### src/rtl/vm2002_common_pkg.sv
// vm2002_common_pkg
// Shared types and constants for the vm2002 vending machine.
// Holds the coin encoding, the change-payout FSM states and result codes,
// and the coin face values in cents.
package vm2002_common_pkg;

    typedef enum logic [1:0] {
        NONE    = 2'b00,
        NICKEL  = 2'b01,
        DIME    = 2'b10,
        QUARTER = 2'b11
    } coins_t;

    typedef enum logic [1:0] {
        IDLE   = 2'b00,
        SELECT = 2'b01,
        EJECT  = 2'b10,
        DONE   = 2'b11
    } chg_state_t;

    typedef enum logic [1:0] {
        OK    = 2'b00,
        SHORT = 2'b01,
        JAM   = 2'b10,
        ABORT = 2'b11
    } chg_status_t;

    localparam int NICKEL_VAL  = 5;
    localparam int DIME_VAL    = 10;
    localparam int QUARTER_VAL = 25;

endpackage

### src/rtl/vm2002_coin_tube.sv
// vm2002_coin_tube
// Fill-level counter for one coin tube. Each cycle the level moves by
// load + inc - dec and saturates at the all-ones value.
// Ports:
//   clk      in   clock
//   hrst_n   in   asynchronous active-low reset (level -> 0)
//   load_i   in   LVL_W  coins added by a supplier refill this cycle
//   inc_i    in   1      one coin accepted from the user this cycle
//   dec_i    in   1      one coin ejected this cycle
//   level_o  out  LVL_W  current fill level
module vm2002_coin_tube #(
    parameter int LVL_W = 8
) (
    input  logic             clk,
    input  logic             hrst_n,
    input  logic [LVL_W-1:0] load_i,
    input  logic             inc_i,
    input  logic             dec_i,
    output logic [LVL_W-1:0] level_o
);

    localparam int SUM_W = LVL_W + 2;
    localparam logic [SUM_W-1:0] MAX_LVL = SUM_W'({LVL_W{1'b1}});

    logic [LVL_W-1:0] level_q;
    logic [LVL_W-1:0] level_d;
    logic [SUM_W-1:0] sum;

    // Two guard bits hold level + load + inc without wrapping. The FSM only
    // picks a coin from a non-empty tube, so the subtraction cannot go negative.
    always_comb begin
        sum = {2'b00, level_q} + {2'b00, load_i} + SUM_W'(inc_i) - SUM_W'(dec_i);
        if (sum > MAX_LVL) begin
            level_d = {LVL_W{1'b1}};
        end else begin
            level_d = sum[LVL_W-1:0];
        end
    end

    always_ff @(posedge clk or negedge hrst_n) begin
        if (!hrst_n) begin
            level_q <= '0;
        end else begin
            level_q <= level_d;
        end
    end

    assign level_o = level_q;

endmodule

### src/rtl/vm2002_change_ctrl.sv
// vm2002_change_ctrl
// Change-payout controller. Pays a balance out greedily as quarters, dimes and
// nickels through a valid/ack handshake with the coin hopper, and tracks the
// fill levels of the three coin tubes.
// Ports:
//   clk, hrst_n, srst           clock, async active-low reset, sync soft reset
//   req, amount, ready          payout request (accepted when req && ready)
//   coin_in                     coin accepted from the user this cycle
//   load_valid/coin/count       supplier refill
//   eject_valid/coin/ack        hopper handshake, one coin per transfer
//   done, status, remaining     completion pulse and latched result
//   lvl_q, lvl_d, lvl_n         quarter / dime / nickel tube levels
module vm2002_change_ctrl
    import vm2002_common_pkg::*;
#(
    parameter int AMT_W   = 16,
    parameter int LVL_W   = 8,
    parameter int TIMEOUT = 255
) (
    input  logic             clk,
    input  logic             hrst_n,
    input  logic             srst,
    input  logic             req,
    input  logic [AMT_W-1:0] amount,
    output logic             ready,
    input  logic [1:0]       coin_in,
    input  logic             load_valid,
    input  logic [1:0]       load_coin,
    input  logic [LVL_W-1:0] load_count,
    output logic             eject_valid,
    output logic [1:0]       eject_coin,
    input  logic             eject_ack,
    output logic             done,
    output logic [1:0]       status,
    output logic [AMT_W-1:0] remaining,
    output logic [LVL_W-1:0] lvl_q,
    output logic [LVL_W-1:0] lvl_d,
    output logic [LVL_W-1:0] lvl_n
);

    localparam int TMR_W = $clog2(TIMEOUT + 1);

    chg_state_t       state_q;
    chg_status_t      status_q;
    coins_t           eject_coin_q;
    logic [AMT_W-1:0] rem_q;
    logic [AMT_W-1:0] remaining_q;
    logic [TMR_W-1:0] timer_q;

    logic [LVL_W-1:0] levels [3];
    logic             ack_take;
    logic [AMT_W-1:0] eject_val;
    logic             pick_q, pick_d, pick_n;

    // An ack that coincides with a soft reset is dropped, so the tube is not
    // decremented for a coin the FSM never accounts for.
    assign ack_take = (state_q == EJECT) && eject_ack && !srst;

    // Tube gi holds coin type gi+1: 0 = nickel, 1 = dime, 2 = quarter.
    generate
        for (genvar gi = 0; gi < 3; gi++) begin : g_tube
            localparam logic [1:0] TUBE_COIN = 2'(gi + 1);
            logic [LVL_W-1:0] tube_load;
            assign tube_load = (load_valid && load_coin == TUBE_COIN) ? load_count : '0;

            vm2002_coin_tube #(.LVL_W(LVL_W)) u_tube (
                .clk     (clk),
                .hrst_n  (hrst_n),
                .load_i  (tube_load),
                .inc_i   (coin_in == TUBE_COIN),
                .dec_i   (ack_take && (eject_coin_q == TUBE_COIN)),
                .level_o (levels[gi])
            );
        end
    endgenerate

    assign lvl_n = levels[0];
    assign lvl_d = levels[1];
    assign lvl_q = levels[2];

    always_comb begin
        eject_val = '0;
        case (eject_coin_q)
            NICKEL:  eject_val = AMT_W'(NICKEL_VAL);
            DIME:    eject_val = AMT_W'(DIME_VAL);
            QUARTER: eject_val = AMT_W'(QUARTER_VAL);
            default: eject_val = '0;
        endcase
    end

    // Greedy candidates; the FSM applies quarter > dime > nickel priority.
    assign pick_q = (rem_q >= AMT_W'(QUARTER_VAL)) && (lvl_q != '0);
    assign pick_d = (rem_q >= AMT_W'(DIME_VAL))    && (lvl_d != '0);
    assign pick_n = (rem_q >= AMT_W'(NICKEL_VAL))  && (lvl_n != '0);

    always_ff @(posedge clk or negedge hrst_n) begin
        if (!hrst_n) begin
            state_q      <= IDLE;
            status_q     <= OK;
            eject_coin_q <= NONE;
            rem_q        <= '0;
            remaining_q  <= '0;
            timer_q      <= '0;
        end else begin
            case (state_q)
                IDLE: begin
                    if (req && !srst) begin
                        rem_q   <= amount;
                        state_q <= SELECT;
                    end
                end
                SELECT: begin
                    timer_q <= '0;
                    if (srst) begin
                        status_q    <= ABORT;
                        remaining_q <= rem_q;
                        state_q     <= DONE;
                    end else if (pick_q) begin
                        eject_coin_q <= QUARTER;
                        state_q      <= EJECT;
                    end else if (pick_d) begin
                        eject_coin_q <= DIME;
                        state_q      <= EJECT;
                    end else if (pick_n) begin
                        eject_coin_q <= NICKEL;
                        state_q      <= EJECT;
                    end else begin
                        status_q    <= (rem_q == '0) ? OK : SHORT;
                        remaining_q <= rem_q;
                        state_q     <= DONE;
                    end
                end
                EJECT: begin
                    timer_q <= timer_q + TMR_W'(1);
                    if (srst) begin
                        status_q    <= ABORT;
                        remaining_q <= rem_q;
                        state_q     <= DONE;
                    end else if (eject_ack) begin
                        // Ack has priority over a timeout in the same cycle.
                        rem_q   <= rem_q - eject_val;
                        state_q <= SELECT;
                    end else if (timer_q == TMR_W'(TIMEOUT - 1)) begin
                        status_q    <= JAM;
                        remaining_q <= rem_q;
                        state_q     <= DONE;
                    end
                end
                DONE: begin
                    state_q <= IDLE;
                end
                default: state_q <= IDLE;
            endcase
        end
    end

    assign ready       = (state_q == IDLE);
    assign eject_valid = (state_q == EJECT);
    assign done        = (state_q == DONE);
    assign eject_coin  = eject_coin_q;
    assign status      = status_q;
    assign remaining   = remaining_q;

endmodule

### config.mk
export PLATFORM = sky130hd
export DESIGN_NAME = vm2002_change_ctrl
export DESIGN_NICKNAME = d
export VERILOG_FILES = /design/src/rtl/vm2002_common_pkg.sv /design/src/rtl/vm2002_coin_tube.sv /design/src/rtl/vm2002_change_ctrl.sv
export SDC_FILE = /design/constraint.sdc
export NUM_CORES = 1
export LEC_CHECK = 0
export CORE_MARGIN = 5
export CORE_UTILIZATION = 50
export DETAILED_ROUTE_END_ITERATION = 8
export GPL_TIMING_DRIVEN = 0
export HOLD_SLACK_MARGIN = 0.12
export PLACE_DENSITY = 0.83
export SLEW_MARGIN = 40
export SYNTH_ARGS = -nofsm -noshare
export SYNTH_HDL_FRONTEND = slang
export SYNTH_HIERARCHICAL = 1
export SYNTH_SLANG_ARGS = --single-unit
### constraint.sdc
create_clock -name clk -period 3.2 [get_ports clk]
set_input_delay 0.64 -clock clk [delete_from_list [all_inputs] [get_ports clk]]
set_output_delay 0.64 -clock clk [all_outputs]
set_load 0.02 [all_outputs]
==> flow_summary.rst <==
.. list-table::
   :header-rows: 1

   * - Metric
     - Value
   * - Mean cell area of the mapped netlist
     - 8.79 sq um
   * - Maximum achievable frequency
     - 0.315 GHz
   * - Final nets
     - 831
   * - Fraction of final layout cells sized beyond drive strength 1
     - 14.7%
   * - Final clock period utilization by the worst path
     - between 90% and 100%
   * - Buffers on Ports
     - 80
   * - First-pass GRT wire length
     - 22.9 mm
   * - Worst path arrival time
     - 3.40 ns
   * - Synth Instances
     - 630
   * - Routed len/inst
     - 16.4 um
   * - Weighted congestion reported at the end of routability-driven placement
     - 0.904
   * - Status
     - completed
   * - Slack of the critical path
     - 0.0271 ns
   * - Final standard cell utilization of the core
     - 65.0%
   * - Number of hold violations in the final report
     - 0
   * - Number of violations reported at the end of detailed-routing iteration 0
     - around 400
   * - Max-slew violations
     - 0
   * - Category of the most critical setup path
     - input pin to flop
   * - Area added between synthesis and finish
     - 27.2%
   * - Slowest stage cell, crit path
     - sky130_fd_sc_hd__mux2i_4
   * - Width of the chip
     - 115 um
   * - Drt via density
     - between 5 and 6
   * - DRT Pass-1 Iters
     - 5
   * - Total Wirelength
     - 14.4 mm
   * - Ys async rst share
     - 100%
   * - Die extent in y
     - 115 um
   * - Number of H-tree branching levels
     - 3
   * - Delay of the slowest critical-path stage
     - 0.42 ns
   * - Max capacitance violation total
     - 0
   * - Post-placement setup slack
     - -0.919 ns
   * - Number of primary I/O pins
     - slightly above 80
   * - Worst ir drop on vdd
     - between 0.6 and 0.7 mV
   * - Gr ovfl total
     - 0
   * - Synthesized net count
     - just over 700
   * - Critical path, cell by cell
     - clkdlybuf4s15_2 -> nand2b_4 -> or2_4 -> nor2_2 -> ha_1 -> inv_1 -> fa_2 -> inv_2 -> fa_2 -> nor2b_4 -> o31a_1 -> o211ai_2 -> mux2i_4 -> o22ai_1
   * - Number of antenna cells inserted
     - 0
   * - Static leakage
     - roughly 3.2 nW
   * - Post-detailed-route DRC marker count
     - 0
   * - Top_reg_cell synth
     - sky130_fd_sc_hd__dfrtp_1
   * - Clock sinks
     - 70
   * - Number of register bits inferred by synthesis
     - 70
   * - Time the final worst path needs with I/O delays and setup
     - approximately 3.2 ns
   * - Number of antenna violations at the first check in global routing
     - 0
   * - Power per unit of standard cell area
     - 1060 nW/um^2
   * - Number of warnings printed during yosys synthesis
     - 6
   * - Site Rows
     - 38
   * - Largest fanout on the critical path
     - 9
   * - Effective utilization at floorplan
     - 51.1%
   * - Sequential area share after synthesis
     - between 30% and 40%
   * - Root buf cell
     - sky130_fd_sc_hd__clkbuf_8
   * - Worst slew margin
     - 52.9%
   * - Die ar.
     - 13300 sq um
   * - Clock tree from TritonCTS
     - built
   * - Dpl hpwl
     - 10.5 mm
   * - Number of fillers in the final layout
     - roughly 860
   * - Via count of the first global-routing pass
     - 4894
   * - Transition time of the tightest slew-check pin
     - about 0.71 ns
   * - Antenna-violating nets left
     - 0
   * - Number of buffers added by the clock tree synthesis step
     - 9
   * - Startpoint types
     - input pin
   * - Post-route cell area
     - 7050 sq um
   * - Worst-Skew Late Latency
     - 0.37 ns
   * - Pin count of the biggest net entering global routing
     - 52
   * - Unique masters post-synth
     - 57
   * - Endpoint class of the critical path
     - flop
   * - Class of the tightest hold or removal check
     - flop to flop
   * - Cell seen most often among critical-path stages
     - sky130_fd_sc_hd__fa_2
   * - RSZ-0062 raised after global routing
     - yes
   * - Total global-route track usage
     - 21.4%
   * - Number of enable-type register cells in the synthesized netlist
     - 0
   * - Number of vias in the routed layout
     - 5003
   * - Mapped Area
     - 5540 sq um
   * - Final worst clock skew
     - 0.0128 ns
   * - Total setup violations reported at the end of the flow
     - 0
   * - Total power consumption of the routed design
     - 7.50 mW
   * - Core box area
     - 10800 sq um
   * - Data required time at the worst endpoint
     - 3.43 ns
   * - Number of buffers on the longest clock path
     - 2
   * - Clock-pin transition on the worst setup and hold timing paths
     - ~0.090 ns
   * - Instance area at placement
     - 6560 sq um
-- placed cells by master (no fill, tap or decap), drive strengths merged, types with 15 or more instances in the layout --
cell           count
o22ai             24
nand2             37
mux2i             15
o21ai             41
dfrtp             70
ha                56
buf               16
clkbuf            21
clkdlybuf4s50     73
and2              28
mux2              16
a21oi             23
nor2              26
inv              116
-- worst paths after layout --
| check | from | endpoint | slack (ns) | cells past startpoint |
|---|---|---|---|---|
| worst max-delay path | srst | g_tube[2].u_tube/level_o[2] | 0.03 | 14 |
| worst min-delay path | remaining[12] | remaining[12] | 0.51 | 1 |
| worst max register to register | state_q[0] | g_tube[2].u_tube/level_o[2] | 0.03 | 15 |
| worst min register to register | remaining[12] | remaining[12] | 0.51 | 1 |
| max in group asynchronous | hrst_n | state_q[0] | 1.98 | 3 |
| min in group asynchronous | hrst_n | g_tube[2].u_tube/level_o[7] | 0.69 | 2 |
-- kinds of logic (layout without fill, tap and decap cells) --
family,Yosys count,in the layout,share of synthesized area [%]
multiplexers,31,31,6.71
adder cells (fa/ha/maj),63,63,15.2
AO/OA/AOI/OAI,147,147,17.4
AND/OR/NAND/NOR,180,180,18.6
XOR/XNOR,10,10,1.58
flip-flops,70,70,31.6
buffers and inverters,129,238,8.95
-- per-stage QoR --
step / hold slack, ns / TNS (ns) / instances
2_1_floorplan: 0.344 / 0 / 630
3_3_place_gp: 0.490 / -86.35 / 850
3_5_place_dp: 0.496 / -20.05 / 851
4_1_cts: 0.514 / -0.0111 / 873
5_1_grt: 0.530 / -0.577 / 879
6_report: 0.509 / 0 / 879
-- flip-flops by register name (all words and copies together) (netlist names) --
signal / count
remaining: 16
g_tube.u_tube/level_o: 24
status: 2
eject_coin: 2
rem_q: 16
timer_q: 8
state_q: 2
-- cell type report --
| type | instances | area [sq um] | share of cell area [%] |
|---|---|---|---|
| inverter | 115 | 432 | 6.13 |
| clock inverter | 6 | 46.3 | 0.657 |
| timing repair buffer | 93 | 937 | 13.3 |
| buffer | 14 | 63.8 | 0.906 |
| multi-input combinational | 431 | 3500 | 49.7 |
| sequential | 70 | 1750 | 24.9 |
| clock buffer | 10 | 138 | 1.95 |
| tap | 140 | 175 | 2.49 |
-- power breakdown --
part / switching (mW) / internal [mW]
clock network: 0.371 / 0.306
logic: 2.77 / 2.42
registers: 0.373 / 1.26
total: 3.51 / 3.99
-- cell usage after synthesis (10+ instances only) --
| cell type | instances | area [sq um] |
|---|---|---|
| sky130_fd_sc_hd__nor3b_1 | 10 | 75.1 |
| sky130_fd_sc_hd__o21ai_0 | 34 | 170 |
| sky130_fd_sc_hd__o22ai_1 | 24 | 150 |
| sky130_fd_sc_hd__a21oi_1 | 23 | 115 |
| sky130_fd_sc_hd__and2_1 | 28 | 175 |
| sky130_fd_sc_hd__inv_1 | 115 | 432 |
| sky130_fd_sc_hd__nor4_1 | 12 | 75.1 |
| sky130_fd_sc_hd__nor2_1 | 25 | 93.8 |
| sky130_fd_sc_hd__mux2i_1 | 12 | 120 |
| sky130_fd_sc_hd__clkbuf_1 | 11 | 41.3 |
| sky130_fd_sc_hd__nand2_1 | 37 | 139 |
| sky130_fd_sc_hd__dfrtp_1 | 70 | 1750 |
| sky130_fd_sc_hd__a211oi_1 | 11 | 82.6 |
| sky130_fd_sc_hd__ha_1 | 56 | 701 |
-- layer usage --
layer	vias up	wire (um)	GRT usage (%)
li1	2385	-	-
met1	2433	6090	27.4
met2	154	7250	36.8
met3	31	774	3.74
met4	0	279	6.65
met5	-	0	0
-- critical path: cells and delay by family --
kind                     cells  cell delay [ns]
AO/OA/AOI/OAI                3             0.68
adder cells (fa/ha/maj)      3             0.70
multiplexers                 1             0.42
AND/OR/NAND/NOR              4             0.56
buffers and inverters        3             0.37
-- what timing repair did --
action | in CTS | in global routing
setup buffers | 5 | 6
pin swaps | 7 | 15
setup endpoints to repair | 24 | 32
resized for setup | 25 | 32
hold endpoints to repair | 19 | 0
hold buffers | 1 | 0
Power figures use the tool's default switching activity.
